**src/rtl/sonar_pkg.sv**
```systemverilog
`default_nettype none
// ============================================================================
// Module      : sonar_pkg
// Description : Shared state encoding and timing helpers for the sonar
//               driver / echo emulator pair.
// Revision    : 1.0 - initial release
// ============================================================================
package sonar_pkg;

    typedef enum logic [2:0] {
        ST_IDLE    = 3'd0,
        ST_TRIG_HI = 3'd1,
        ST_BURST   = 3'd2,
        ST_ECHO    = 3'd3,
        ST_HOLDOFF = 3'd4
    } sonar_state_t;

    localparam int SOUND_SPEED_MM_S = 343_210;

    // 10 us minimum trigger width
    function automatic int trig_min_cycles(input int freq);
        return int'(longint'(freq) / 64'd100_000);
    endfunction

    // 38 ms no-object echo width, also the driver's echo timeout
    function automatic int echo_timeout_cycles(input int freq);
        return int'((longint'(freq) * 64'd38) / 64'd1_000);
    endfunction

endpackage
`default_nettype wire

```
**src/rtl/sonar_sync_edge.sv**
```systemverilog
`default_nettype none
// ============================================================================
// Module      : sonar_sync_edge
// Description : Two-flop synchronizer with registered rise/fall pulses.
// Revision    : 1.0 - initial release
// ============================================================================
module sonar_sync_edge (
    input  logic clk,
    input  logic rst_n,
    input  logic i_async,
    output logic o_rise,
    output logic o_fall
);

    logic r_meta;
    logic r_sync;
    logic r_rise;
    logic r_fall;

    // Pulses line up with the cycle in which r_sync first shows the new level
    always_ff @(posedge clk or negedge rst_n) begin
        if (!rst_n) begin
            r_meta <= 1'b0;
            r_sync <= 1'b0;
            r_rise <= 1'b0;
            r_fall <= 1'b0;
        end else begin
            r_meta <= i_async;
            r_sync <= r_meta;
            r_rise <= r_meta & ~r_sync;
            r_fall <= ~r_meta & r_sync;
        end
    end

    assign o_rise = r_rise;
    assign o_fall = r_fall;

endmodule
`default_nettype wire

```
**src/rtl/sonar_echo_emulator.sv**
```systemverilog
`default_nettype none
// ============================================================================
// Module      : sonar_echo_emulator
// Description : HC-SR04 responder model: validates trig, waits the burst
//               delay, then returns an echo sized by the target distance.
// Revision    : 1.0 - initial release
// ============================================================================
module sonar_echo_emulator
    import sonar_pkg::*;
#(
    parameter int FREQ            = 50_000_000,
    parameter int MIN_TRIG_CYCLES = trig_min_cycles(FREQ),
    parameter int BURST_CYCLES    = FREQ / 5_000,
    parameter int CYCLES_PER_MM   = (FREQ * 2) / SOUND_SPEED_MM_S,
    parameter int MAX_ECHO_CYCLES = echo_timeout_cycles(FREQ),
    parameter int HOLDOFF_CYCLES  = FREQ / 100
) (
    input  logic        clk,
    input  logic        rst_n,
    input  logic        trig,
    input  logic [15:0] dist_mm,
    input  logic        object_present,
    output logic        echo,
    output logic        busy,
    output logic        trig_err
);

    localparam logic [31:0] c_min     = 32'(MIN_TRIG_CYCLES);
    localparam logic [31:0] c_burst   = 32'(BURST_CYCLES);
    localparam logic [31:0] c_cpm     = 32'(CYCLES_PER_MM);
    localparam logic [31:0] c_max     = 32'(MAX_ECHO_CYCLES);
    localparam logic [31:0] c_holdoff = 32'(HOLDOFF_CYCLES);

    sonar_state_t r_state;
    logic [31:0]  r_cnt;
    logic [31:0]  r_width;
    logic         r_echo;
    logic         r_busy;
    logic         r_trig_err;

    logic         w_rise;
    logic         w_fall;
    logic [31:0]  w_prod;
    logic [31:0]  w_width;

    sonar_sync_edge u_trig_sync (
        .clk    (clk),
        .rst_n  (rst_n),
        .i_async(trig),
        .o_rise (w_rise),
        .o_fall (w_fall)
    );

    // A zero or out-of-range product reports as "no object"
    assign w_prod  = 32'(dist_mm) * c_cpm;
    assign w_width = (!object_present || (w_prod == 32'd0) || (w_prod > c_max))
                     ? c_max : w_prod;

    always_ff @(posedge clk or negedge rst_n) begin
        if (!rst_n) begin
            r_state    <= ST_IDLE;
            r_cnt      <= 32'd0;
            r_width    <= 32'd0;
            r_echo     <= 1'b0;
            r_busy     <= 1'b0;
            r_trig_err <= 1'b0;
        end else begin
            r_trig_err <= 1'b0;
            case (r_state)
                ST_IDLE: begin
                    if (w_rise) begin
                        r_state <= ST_TRIG_HI;
                        r_cnt   <= 32'd1;
                        r_busy  <= 1'b1;
                    end
                end
                ST_TRIG_HI: begin
                    if (w_fall) begin
                        if (r_cnt >= c_min) begin
                            r_state <= ST_BURST;
                            r_width <= w_width;
                            r_cnt   <= c_burst;
                        end else begin
                            r_state    <= ST_IDLE;
                            r_cnt      <= 32'd0;
                            r_busy     <= 1'b0;
                            r_trig_err <= 1'b1;
                        end
                    end else if (r_cnt < c_min) begin
                        r_cnt <= r_cnt + 32'd1;
                    end
                end
                ST_BURST: begin
                    if (r_cnt == 32'd1) begin
                        r_state <= ST_ECHO;
                        r_echo  <= 1'b1;
                        r_cnt   <= r_width;
                    end else begin
                        r_cnt <= r_cnt - 32'd1;
                    end
                end
                ST_ECHO: begin
                    if (r_cnt == 32'd1) begin
                        r_state <= ST_HOLDOFF;
                        r_echo  <= 1'b0;
                        r_cnt   <= c_holdoff;
                    end else begin
                        r_cnt <= r_cnt - 32'd1;
                    end
                end
                ST_HOLDOFF: begin
                    if (r_cnt == 32'd1) begin
                        r_state <= ST_IDLE;
                        r_cnt   <= 32'd0;
                        r_busy  <= 1'b0;
                    end else begin
                        r_cnt <= r_cnt - 32'd1;
                    end
                end
                default: begin
                    r_state <= ST_IDLE;
                    r_cnt   <= 32'd0;
                    r_echo  <= 1'b0;
                    r_busy  <= 1'b0;
                end
            endcase
        end
    end

    assign echo     = r_echo;
    assign busy     = r_busy;
    assign trig_err = r_trig_err;

endmodule
`default_nettype wire
```
**config.mk**
```make
export PLATFORM = sky130hd
export DESIGN_NAME = sonar_echo_emulator
export DESIGN_NICKNAME = d
export VERILOG_FILES = /design/src/rtl/sonar_pkg.sv /design/src/rtl/sonar_sync_edge.sv /design/src/rtl/sonar_echo_emulator.sv
export SDC_FILE = /design/constraint.sdc
export NUM_CORES = 1
export LEC_CHECK = 0
export CAP_MARGIN = 20
export CELL_PAD_IN_SITES_DETAIL_PLACEMENT = 1
export CELL_PAD_IN_SITES_GLOBAL_PLACEMENT = 1
export CORE_ASPECT_RATIO = 1.2
export CORE_MARGIN = 2
export CORE_UTILIZATION = 45
export CTS_BUF_LIST = sky130_fd_sc_hd__clkbuf_16
export DETAILED_ROUTE_END_ITERATION = 16
export GPL_ROUTABILITY_DRIVEN = 0
export PLACE_DENSITY_LB_ADDON = 0.25
export SLEW_MARGIN = 20
export SYNTH_ARGS = -nofsm -noshare
export SYNTH_HDL_FRONTEND = slang
export SYNTH_SLANG_ARGS = --single-unit
```
**constraint.sdc**
```tcl
create_clock -name clk -period 4.45 [get_ports clk]
set_clock_uncertainty 0.2 [all_clocks]
set_input_delay 1.335 -clock clk [delete_from_list [all_inputs] [get_ports clk]]
set_output_delay 1.335 -clock clk [all_outputs]
set_load 0.1 [all_outputs]
```
==> results of run 1 <==
[through the flow]
stage / power, uW / utilization
after floorplan: 2799 / -
after global routing: 6049 / 0.6288
after CTS: 5129 / 0.6178
final: 5866 / 0.6288
after global placement: 3735 / 0.5495
after detailed placement: 3923 / 0.5495
[repair_timing]
action / CTS / global route
resized for setup: 119 / 33
setup endpoints to repair: 21 / 21
setup buffers: 26 / 6
pin swaps: 70 / 38
gates cloned: 4 / 0
[power groups by stage]
stage	combinational, uW	clock, uW	sequential [uW]
finish	4060	767	1040
global placement	2740	0	995
floorplan	1870	0	929
CTS	3370	749	1010
global route	4200	789	1060
detailed placement	2910	0	1010
[cell type report]
type                    count  area [um2]
inverters                  56       210.2
fillers                  1515        5107
well taps                 171       214.0
multi-input cells         588        4972
clock buffers               9       225.2
repair buffers            154        1271
clock inverters             7       83.83
flip-flops and latches     67        1677
[worst max-delay path by stage]
stage	from	endpoint	slack (ps)	depth (start not counted)
after global routing	dist_mm[4]	r_width[17]$_DFFE_PN0P_	-1570	20
after floorplan	dist_mm[8]	r_width[4]$_DFFE_PN0P_	-1360	16
after global placement	dist_mm[8]	r_width[0]$_DFFE_PN0P_	-2150	16
after detailed placement	dist_mm[8]	r_width[1]$_DFFE_PN0P_	-2270	16
final	dist_mm[4]	r_width[3]$_DFFE_PN0P_	-1540	20
after CTS	dist_mm[9]	r_width[1]$_DFFE_PN0P_	-1240	17
[state kept, by name, indices dropped and copies added, names as in the netlist]
signal,count
u_trig_sync.o_fall,1
busy,1
u_trig_sync.r_meta,1
trig_err,1
u_trig_sync.o_rise,1
r_cnt,32
u_trig_sync.r_sync,1
echo,1
r_state,3
r_width,25
[cell families (layout without fill, tap and decap cells)]
group,Yosys count,in the layout
xor+xnor,33,33
flops,67,67
buf+inv,96,226
fa+ha+maj,106,106
simple gates,246,246
compound gates,202,203
[cells in the final DEF (no fill, tap or decap), drive strengths merged, types with 3 or more instances in the layout]
cell type        n
buf            142
ha              85
nor2            72
dfrtp           67
o21ai           63
nand2           62
inv             57
a21oi           48
nor3            24
xor2            22
fa              21
and2            15
a31oi           14
nand4           13
nand3           12
clkbuf          12
xnor2           11
or3             10
a31o             9
a221oi           8
nor4             7
or4              7
a21o             6
or2              6
clkdlybuf4s50    5
a22oi            5
nor2b            4
o31ai            4
nand2b           3
a32oi            3
o21a             3
o211ai           3
a22o             3
o22ai            3
o21bai           3
o41ai            3
and3             3
clkinv           3
a211oi           3
[metal layers]
| metal | routed length, um | up-vias |
|---|---|---|
| li1 | - | 2935 |
| met1 | 10440 | 3535 |
| met5 | 0 | - |
| met3 | 2079 | 225 |
| met4 | 2716 | 0 |
| met2 | 15200 | 477 |
[worst reg2reg max path: cells and delay by family, from the launching register on]
kind	cells	cell delay [ps]
DFF	1	410
AOI/OAI and AO/OA	2	630
buffers and inverters	1	250
and+or+nand+nor	5	2190
==> summary.txt, run 1 <==
Failing checks: setup timing
Post-Syn Area: 0.006334 mm2
RR Startpoint: r_cnt[27]$_DFFE_PN0P_
Die area: 0.01504 mm2
R2R setup slack: 690 ps
Synth Flop Type: dfrtp_1
Detailed-route via count: 7172
CTS buffer count: 9
Comb power frac: 0.693
Slew Viols, Final: 0
Startpoint Class: input port
Hold Crit Start: u_trig_sync.r_sync$_DFF_PN0_
Hold Buf Count CTS: 0
Minimum clock period: 5987 ps
Core area: 0.01376 mm2
Sequential-to-total area share from yosys stat: 0.2647
#FFs+latches synth: 67
WP data required: 4480 ps
Crit path kind: in2reg
Worst-path clk slew: 60 ps
Hpwl dp: 16030 um
P_leak: 0.003891 uW
Status: finished, violations left
Slowest-stage cell, CP: fa_1
Worst reg2reg path depth: 8
Sw Pwr: 2904 uW
Cell Rows: 47
Number of enable flip-flop cells after synthesis: 0
Inst Count DP: 1005
Clock tree buffer depth: 2
IO Port Bufs: 22
DR pass1 iterations: 5
M3 GR Usage: 0.04519
Critical Path End Type: flop
Power Density: 677.9 mW/mm2
TritonCTS Sinks: 67
Fin crit share: 1.345
Gr usage total: 0.3701
Layout Cells excl Fill: 1052
Area delta synth->final: 36.63%
CTS tree: done
Max Freq: 167.0 MHz
Worst reg2reg endpoint: r_cnt[7]$_DFFE_PN0P_
Routing usage on met2: 0.6978
Int Power: 2963 uW
Final worst setup slack: -1537 ps
Cell family with most CP delay: adder cells
Flop pwr share: 0.177
Slew of the pin with the lowest slew margin: 1142 ps
Wire length per cell: 28.93 um
Synth area leaders: dfrtp_1 26%, ha_1 17%, fa_1 6.6%, nor2_1 4.3%, a21oi_1 3.8%
Post-synthesis cell count: 750
Yosys warnings: 0
Synth Net Count: 876
Gr ovfl total: 0
Worst VDD drop: 0.3858 mV
Min Hold Slack: 231.3 ps
First-pass GRT wire length: 43350 um
Initial drt markers: 546
Routed WL: 30440 um
Max Cap Viol: 0
Largest net degree at the start of global routing: 46
Worst Hold Class: reg2reg
RSZ-0062 raised after global routing: true
Final Setup Violations: 21
Vias in the first global route: 7645
Area after DPL: 0.007561 mm2
Initial antenna violation count: 0
Data arrival time of the worst path: 6020 ps
Simple-gate area share of the yosys netlist: 0.1896
Post-synthesis cell type with the largest combined area: dfrtp_1
Critical path's most frequent cell: buf_4
Post-route cell area: 0.008653 mm2
Clk pwr share: 0.131
Vias per cell: 6.817
Post-synth top area share: 0.2647
Post-synth cell types: 70
WHS Endpoint: u_trig_sync.o_rise$_DFF_PN0_
Mux share of post-synthesis cell area: 0
Num ports: 23
Top-count cell post-synth: ha_1
CP peak stage delay: 600 ps
Async set-reset flop share out of synthesis: 1.000
Starting Density: 0.4603
CP max FO: 5
Die height: 134.0 um
Antenna viol nets, final: 0
Share of cells above drive strength 1: 0.2917
H-tree lvl count: 3
CP cell instances: buf_2 -> buf_4 -> ha_1 -> fa_1 -> inv_1 -> fa_1 -> inv_1 -> ha_4 -> a21oi_2 -> o21ai_1 -> a41oi_2 -> xor2_1 -> buf_4 -> buf_4 -> buf_4 -> and3_2 -> nand4_1 -> o311a_4 -> buf_16 -> a31o_1
Post-synthesis xor/xnor area fraction: 0.04563
Worst Hold Depth: 1
Setup TNS: -30860 ps
Global-route met1 utilization: 0.3921
Synth cell count leaders: 85 x ha_1, 72 x nor2_1, 67 x dfrtp_1
Largest family of logic cells by synthesized area: adder cells
DRC: 0
# diodes: 0
Final Hold Fails: 0
Global route hottest layer: met2
Sw Ratio: 0.4950
Clock root cell: clkbuf_16
Die Span X: 112.3 um
Worst slack at placement: -2274 ps
Rel. slew slack: 0.2385
# nets final: 1002
Mean post-synth cell area: 8.445 um2
Later-pin clock latency in the skew report: 350 ps
Buf/Inv on CP: 8
Synth Area in Compound Gates: 0.2070
Adder-cell share of the synthesized area: 0.2343
Power figures use the tool's default switching activity.
==> run 2: changes to the inputs <==
Settings changed: RECOVER_POWER set to 100, SETUP_SLACK_MARGIN set to 0.1.
==> summary.txt, run 2 (synthesis results as in run 1) <==
TritonCTS Sinks: 67
Data arrival time of the worst path: 6040 ps
Largest net degree at the start of global routing: 46
Final worst setup slack: -1556 ps
Max Cap Viol: 1
Cell family with most CP delay: adder cells
Worst Hold Depth: 1
Wire length per cell: 28.88 um
P_leak: 0.003868 uW
Die Span X: 112.3 um
Gr usage total: 0.3701
Initial antenna violation count: 0
Clock tree buffer depth: 2
Failing checks: capacitance limit, slew limit, setup timing
Slew Viols, Final: 46
Crit path kind: in2reg
Die area: 0.01504 mm2
Gr ovfl total: 0
Final Hold Fails: 0
WP data required: 4480 ps
H-tree lvl count: 3
Slew of the pin with the lowest slew margin: 2607 ps
Antenna viol nets, final: 0
Area delta synth->final: 36.19%
CP peak stage delay: 600 ps
Minimum clock period: 6006 ps
Worst-path clk slew: 60 ps
Clock root cell: clkbuf_16
Startpoint Class: input port
First-pass GRT wire length: 43350 um
Starting Density: 0.4603
Rel. slew slack: -0.7382
Hold Buf Count CTS: 0
Initial drt markers: 584
Area after DPL: 0.007561 mm2
CP cell instances: buf_2 -> buf_4 -> ha_1 -> fa_1 -> inv_1 -> fa_1 -> inv_1 -> ha_4 -> a21oi_2 -> o21ai_1 -> a41oi_2 -> xor2_1 -> buf_4 -> buf_4 -> buf_4 -> and3_2 -> nand4_1 -> o311a_4 -> buf_16 -> a31o_1
Worst VDD drop: 0.3831 mV
IO Port Bufs: 22
Die height: 134.0 um
Status: finished, violations left
Commonest non-fill, non-tap cell in the layout: buf_4
Worst reg2reg path depth: 9
Max FFs per register: 32
Critical Path End Type: flop
Worst Hold Class: reg2reg
CTS buffer count: 9
Final Setup Violations: 21
Detailed-route via count: 7167
Max Freq: 166.5 MHz
Slowest-stage cell, CP: fa_1
# nets final: 1002
Largest regs: r_cnt (32), r_width (25), r_state (3)
Post-route cell area: 0.008626 mm2
Largest Register: r_cnt
Share of cells above drive strength 1: 0.2849
CTS tree: done
Inst Count DP: 1005
WP depth: 20
Num ports: 23
RSZ-0062 raised after global routing: true
Power Density: 676.4 mW/mm2
Later-pin clock latency in the skew report: 350 ps
Critical path's most frequent cell: buf_4
Fin crit share: 1.350
Vias in the first global route: 7645
Setup TNS: -31240 ps
Routed WL: 30380 um
Vias per cell: 6.813
DRC: 0
DR pass1 iterations: 5
Cell Rows: 47
# diodes: 0
CP max FO: 5
Worst slack at placement: -2274 ps
Layout Cells excl Fill: 1052
Core area: 0.01376 mm2
Hpwl dp: 16030 um
Most frequent cells in the layout: 115 x buf_4, 70 x nor2_1, 67 x dfrtp_1
Buf/Inv on CP: 8
run 2: cell types whose count changed in the layout (fill, tap and decap cells not counted):
| cell | before | now |
|---|---|---|
| nor4_1 | 5 | 6 |
| clkbuf_1 | 0 | 5 |
| nor4_2 | 2 | 1 |
| buf_4 | 121 | 115 |
| o21ai_0 | 30 | 47 |
| dlygate4sd3_1 | 0 | 4 |
| clkdlybuf4s50_1 | 5 | 1 |
| and2_0 | 0 | 4 |
| and2_1 | 13 | 9 |
| clkbuf_2 | 3 | 4 |
| o21ai_1 | 32 | 15 |
run 2: layer usage:
metal	part of all wire	track usage	vias up
li1	-	-	2938
met3	0.070	0.04519	224
met5	0	0	-
met4	0.093	0.2168	0
met1	0.34	0.3921	3534
met2	0.50	0.6978	471
run 2: metrics by stage:
stage | util | total power [uW] | hold WS (ps)
3_5_place_dp | 0.5495 | 3923 | 227.2
4_1_cts | 0.6178 | 5129 | 235.7
6_report | 0.6268 | 5834 | 231.5
2_1_floorplan | - | 2799 | 167.3
3_3_place_gp | 0.5495 | 3735 | 204.9
5_1_grt | 0.6268 | 6020 | 252.5
run 2: final cells by class:
type,instances,area (um2)
tap,171,214.0
fill,1522,5135
sequential,67,1677
clock buffer,9,225.2
clock inverter,7,83.83
timing repair buffer,154,1250
multi-input combinational,588,4966
inverter,56,210.2
run 2: power by group:
| group | switching, uW | internal (uW) | total, uW |
|---|---|---|---|
| clock network | 284 | 484 | 768 |
| logic | 2330 | 1700 | 4040 |
| registers | 268 | 763 | 1030 |
| total | 2890 | 2950 | 5830 |
run 2: timing repair:
action | 4_1_cts | 5_1_grt
gates resized for setup | 119 | 33
pin swaps | 70 | 38
setup endpoints to repair | 21 | 21
cloned | 4 | 0
buffers inserted | 26 | 6
endpoints found under the hold margin | 0 | 0
run 2: path summary, 6_finish.rpt:
| path | start | endpoint | slack, ps |
|---|---|---|---|
| max | dist_mm[4] | r_width[3]$_DFFE_PN0P_ | -1560 |
| min | u_trig_sync.r_sync$_DFF_PN0_ | u_trig_sync.o_rise$_DFF_PN0_ | 230 |
| max reg2reg | r_cnt[27]$_DFFE_PN0P_ | r_cnt[14]$_DFFE_PN0P_ | 250 |
| min reg2reg | u_trig_sync.r_sync$_DFF_PN0_ | u_trig_sync.o_rise$_DFF_PN0_ | 230 |
| max in group asynchronous | rst_n | r_width[14]$_DFFE_PN0P_ | 600 |
| min in group asynchronous | rst_n | r_cnt[1]$_DFFE_PN0P_ | 1600 |
